===== config.mk =====
export PLATFORM = sky130hd
export DESIGN_NAME = match_search_ctrl
export DESIGN_NICKNAME = d
export VERILOG_FILES = /design/src/rtl/match_search_ctrl.sv
export SDC_FILE = /design/constraint.sdc
export NUM_CORES = 1
export LEC_CHECK = 0
export ABC_AREA = 1
export CAP_MARGIN = 20
export CORE_ASPECT_RATIO = 2
export CORE_MARGIN = 10
export CORE_UTILIZATION = 40
export CTS_CLUSTER_DIAMETER = 80
export DETAILED_ROUTE_END_ITERATION = 12
export PLACE_DENSITY = 0.65
export SLEW_MARGIN = 0
export SYNTH_ARGS = -nofsm -noshare
export SYNTH_HDL_FRONTEND = slang
export SYNTH_SLANG_ARGS = --single-unit

===== constraint.sdc =====
create_clock -name clk -period 1.31 [get_ports clk]
set_input_delay 0.262 -clock clk [delete_from_list [all_inputs] [get_ports clk]]
set_output_delay 0.262 -clock clk [all_outputs]
set_load 0.02 [all_outputs]

===== src/rtl/match_search_ctrl.sv =====
// Sequential match-search controller: scans a small valid-tagged table through one shared
// external equality comparator. Optional build macro MULTI_HIT_EN selects full-scan match counting.
module match_search_ctrl #(
    parameter int DEPTH  = 8,
    parameter int DATA_W = 3
) (
    input  logic              clk,
    input  logic              rst_n,
    input  logic              wr_en,
    input  logic [2:0]        wr_addr,
    input  logic [DATA_W-1:0] wr_data,
    input  logic              clear,
    input  logic              start,
    input  logic [DATA_W-1:0] key,
    output logic [DATA_W-1:0] cmp_a,
    output logic [DATA_W-1:0] cmp_b,
    input  logic              cmp_eq,
    output logic              busy,
    output logic              done,
    output logic              hit,
    output logic [2:0]        hit_idx,
    output logic [3:0]        hit_count
);

    localparam int IDX_W = (DEPTH > 1) ? $clog2(DEPTH) : 1;
    localparam logic [IDX_W-1:0] LAST_IDX = IDX_W'(DEPTH - 1);

    localparam logic [1:0] ST_IDLE = 2'd0;
    localparam logic [1:0] ST_SCAN = 2'd1;
    localparam logic [1:0] ST_DONE = 2'd2;

    logic [1:0]        state_r;
    logic [1:0]        state_nxt_s;
    logic [IDX_W-1:0]  idx_r;
    logic [DATA_W-1:0] key_r;
    logic [DATA_W-1:0] entry_r [DEPTH];
    logic [DEPTH-1:0]  valid_r;
    logic              hit_r;
    logic [2:0]        hit_idx_r;
    logic [3:0]        hit_count_r;

    logic              scan_s;
    logic              match_s;
    logic              last_s;
    logic              term_s;
    logic              tbl_open_s;
    logic [IDX_W-1:0]  wr_idx_s;

    assign scan_s     = (state_r == ST_SCAN);
    assign tbl_open_s = ~scan_s;
    assign wr_idx_s   = wr_addr[IDX_W-1:0];
    assign last_s     = (idx_r == LAST_IDX);
    // An invalid entry must never count, even when the comparator reports equality.
    assign match_s    = scan_s & cmp_eq & valid_r[idx_r];

`ifdef MULTI_HIT_EN
    assign term_s = last_s;
`else
    assign term_s = last_s | match_s;
`endif

    assign cmp_a     = scan_s ? entry_r[idx_r] : {DATA_W{1'b0}};
    assign cmp_b     = scan_s ? key_r : {DATA_W{1'b0}};
    assign busy      = scan_s;
    assign done      = (state_r == ST_DONE);
    assign hit       = hit_r;
    assign hit_idx   = hit_idx_r;
    assign hit_count = hit_count_r;

    // Next-state decode for the IDLE/SCAN/DONE sequence.
    always_comb begin
        state_nxt_s = state_r;
        case (state_r)
            ST_IDLE: begin
                if (start) begin
                    state_nxt_s = ST_SCAN;
                end else begin
                    state_nxt_s = ST_IDLE;
                end
            end
            ST_SCAN: begin
                if (term_s) begin
                    state_nxt_s = ST_DONE;
                end else begin
                    state_nxt_s = ST_SCAN;
                end
            end
            ST_DONE: state_nxt_s = ST_IDLE;
            default: state_nxt_s = ST_IDLE;
        endcase
    end

    // Entry data storage; contents are left undefined by reset, only valid bits matter.
    always_ff @(posedge clk) begin
        if (tbl_open_s && wr_en && !clear) begin
            entry_r[wr_idx_s] <= wr_data;
        end
    end

    // Valid bits: clear wins over a same-cycle write, both are frozen while scanning.
    always_ff @(posedge clk or negedge rst_n) begin
        if (!rst_n) begin
            valid_r <= {DEPTH{1'b0}};
        end else if (tbl_open_s) begin
            if (clear) begin
                valid_r <= {DEPTH{1'b0}};
            end else if (wr_en) begin
                valid_r[wr_idx_s] <= 1'b1;
            end
        end
    end

    // Scan control, key latch and result accumulation.
    always_ff @(posedge clk or negedge rst_n) begin
        if (!rst_n) begin
            state_r     <= ST_IDLE;
            idx_r       <= {IDX_W{1'b0}};
            key_r       <= {DATA_W{1'b0}};
            hit_r       <= 1'b0;
            hit_idx_r   <= 3'd0;
            hit_count_r <= 4'd0;
        end else begin
            state_r <= state_nxt_s;
            case (state_r)
                ST_IDLE: begin
                    if (start) begin
                        key_r       <= key;
                        idx_r       <= {IDX_W{1'b0}};
                        hit_r       <= 1'b0;
                        hit_idx_r   <= 3'd0;
                        hit_count_r <= 4'd0;
                    end
                end
                ST_SCAN: begin
                    if (match_s) begin
                        if (!hit_r) begin
                            hit_r     <= 1'b1;
                            hit_idx_r <= 3'(idx_r);
                        end
                        hit_count_r <= hit_count_r + 4'd1;
                    end
                    // The index stops at the final entry rather than wrapping.
                    if (!term_s) begin
                        idx_r <= idx_r + IDX_W'(1);
                    end
                end
                ST_DONE: begin
                    idx_r <= idx_r;
                end
                default: begin
                    idx_r <= {IDX_W{1'b0}};
                end
            endcase
        end
    end

endmodule


==> flow_metrics.env <==
export IMPL_status="finished, violations left"
export IMPL_failed_checks="setup timing"
export IMPL_n_fill_cell=444
export IMPL_min_period_over_period=1.39
export IMPL_async_reset_ff_frac=0.500
export IMPL_tritoncts="built"
export IMPL_place_inst=326
export IMPL_path_cells="buf_12, clkinv_8, nor2_2, o22ai_1, nand2_1, a21oi_4, buf_6"
export IMPL_rows=38
export IMPL_overflow=0
export IMPL_fin_skew_ps=10.3
export IMPL_p_comb_frac=0.532
export IMPL_fin_nets=304
export IMPL_slew_headroom=0.831
export IMPL_cp_start_kind="register"
export IMPL_period_needed_ps=1820
export IMPL_tightest_slew_ps=253
export IMPL_mostFrequentLayoutCells="28 x nor2_1, 26 x nand2_1, 24 x edfxtp_1, 24 x buf_4, 22 x dfrtp_1"
export IMPL_cpMaxStageDelayCell="dfrtp_2"
export IMPL_netlist_area_sq_um=2180
export IMPL_cp_startpoint="idx_r[0]"
export IMPL_drv_slew=0
export IMPL_vdd_ir_drop_max_v=0.00130
export IMPL_pwr_share_clk=0.185
export IMPL_io_buffers=30
export IMPL_clk_pin_slew_ps=100
export IMPL_synth_cells=219
export IMPL_viasPerCell=4.95
export IMPL_timing_fmax_mhz=548
export IMPL_die_w_um=72.2
export IMPL_final_util=0.601
export IMPL_vias=1717
export IMPL_grt_max_degree=25
export IMPL_ys_flop_type="edfxtp_1"
export IMPL_setup_viol=53
export IMPL_wl_per_cell_um=15.9
export IMPL_drc=0
export IMPL_worst_ep_required_time_ps=1050
export IMPL_yosys_warnings=0
export IMPL_timing_final_ws_setup_ps=-514
export IMPL_antenna_found_initial=0
export IMPL_grt_met2_usage=0.243
export IMPL_use_met1=0.115
export IMPL_switching_power_mw=2.71
export IMPL_regToRegStartpoint="idx_r[1]"
export IMPL_mostFrequentLayoutCell="nor2_1"
export IMPL_crit_fanout=8
export IMPL_wl_um=5520
export IMPL_cts_max_path_buffers=2
export IMPL_grt_most_used_layer="met2"
export IMPL_clockRootBuffer="clkbuf_8"
export IMPL_drtPass1Iterations=4
export IMPL_ctsHoldBuffers=0
export IMPL_final_cells=347
export IMPL_cap_violations=0
export IMPL_syn2layout_area_growth_pct=48.4
export IMPL_dieHeight_um=124
export IMPL_grt_usage=0.128
export IMPL_worstPathArrival_ps=1560
export IMPL_synth_edf_count=24
export IMPL_slowest_delay_ps=430
export IMPL_worstSkewPairLatency_ps=320
export IMPL_rsz0062_at_grt="yes"
export IMPL_drive_above_1_share=0.415
export IMPL_drt_iter0_drc=82
export IMPL_grt_pass1_wl_um=8990
export IMPL_seq_area_frac_synth=0.607
export IMPL_diodes=0
export IMPL_htreeDepth=2
export IMPL_setup_worst_path_class="reg -> out"
export IMPL_gp_congestion=0.852
export IMPL_worst_hold_slack_ps=291
export IMPL_die_area_sq_um=8970
export IMPL_cp_end_kind="output port"
export IMPL_cellLeakagePower_nw=1.37
export IMPL_start_util=0.405
export IMPL_grt_pass1_vias=1817
export IMPL_sw_frac_of_total=0.388
export IMPL_coreArea_sq_um=5370
export IMPL_hold_viol_final=0
export IMPL_power_density_nw_per_um2=2160
export IMPL_place_hpwl_um=3920
export IMPL_ant_nets=0
export IMPL_r2r_slack_ps=-250
export IMPL_numCtsBuffers=5
export IMPL_syn_area_per_cell_sq_um=9.94
export IMPL_ys_types=24
export IMPL_grt_use_met3=0.0279
export IMPL_synth_nets=237
export IMPL_p_int_mw=4.27
export IMPL_ys_ff_latch=48
export IMPL_cts_sinks=48
export IMPL_seqPwrFrac=0.283
export IMPL_boundaryPins=31
export IMPL_hp_class="in -> async"
[sequential cells by signal, indices dropped and copies added, names as in the netlist]
name / flops
valid_r: 8
entry_r: 24
idx_r: 3
hit: 1
hit_count: 4
state_r: 2
key_r: 3
hit_idx: 3
[synth_stat cells, drive strengths merged (3+ instances only)]
cell type  number  area, sq um
inv            24         92.6
buf             5         37.5
nand2          40          168
a21oi           3         15.0
o22ai           6         37.5
nand4           3         18.8
nand3          13         77.6
ha              3         37.5
dfrtp          24          601
edfxtp         24          721
o21ai          22          114
nor2           49          229
[critical path, delay by kind of cell (launching register included)]
kind,cells,cell delay (ps)
flops,1,430
buf+inv,3,340
compound gates,2,310
simple gates,2,160
[path summary, 6_finish.rpt]
check | end | cells past startpoint
min reg2reg | hit_idx[1] | 2
min | hit_count[1] | 2
max | cmp_a[0] | 7
min in group clk | hit_idx[1] | 2
max reg2reg | idx_r[2] | 10
max in group asynchronous | idx_r[1] | 2
[kinds of logic after synthesis]
logic type	Yosys count	synth area share
buffers and inverters	29	0.0598
and+or+nand+nor	106	0.231
DFF	48	0.607
xor gates and xnor gates	2	0.00805
adders and majority gates	3	0.0173
AOI/OAI and AO/OA	31	0.0765
[routing by layer]
layer,up-vias,part of all wire
met5,-,0
met4,0,0.037
met3,12,0.037
met2,45,0.61
met1,808,0.32
li1,852,-
[power groups by stage]
stage	registers [mW]	clock network, mW	logic (mW)
after floorplan	2.07	0	1.62
after global placement	2.03	0	2.68
after detailed placement	2.04	0	2.70
after CTS	1.97	1.32	3.21
after global routing	2.00	1.39	4.01
final	1.97	1.29	3.71
[per-stage QoR]
step           total power, mW  area, sq um  TNS [ps]  setup slack [ps]
6_report                  6.98         3230    -10720              -514
5_1_grt                   7.40         3230    -14800              -608
4_1_cts                   6.49         3050    -10030              -498
3_5_place_dp              4.74         2760    -19310              -749
3_3_place_gp              4.71         2760    -18020              -740
2_1_floorplan             3.69         2260     -5100              -137
[area by class of cell]
cell class	count	area [sq um]	share of cell area
clock buffer	5	68.8	0.0213
inverter	24	115	0.0357
multi-input combinational	142	948	0.294
timing repair inverter	2	27.5	0.00853
tap	60	75.1	0.0233
clock inverter	3	68.8	0.0213
timing repair buffer	63	601	0.186
sequential	48	1320	0.410
[timing repair]
| item | CTS | global route |
|---|---|---|
| gates cloned | 2 | 0 |
| setup buffers | 7 | 7 |
| gates resized for setup | 91 | 62 |
| setup endpoints to repair | 61 | 63 |
| pin swaps | 15 | 24 |
Power figures use the tool's default switching activity.
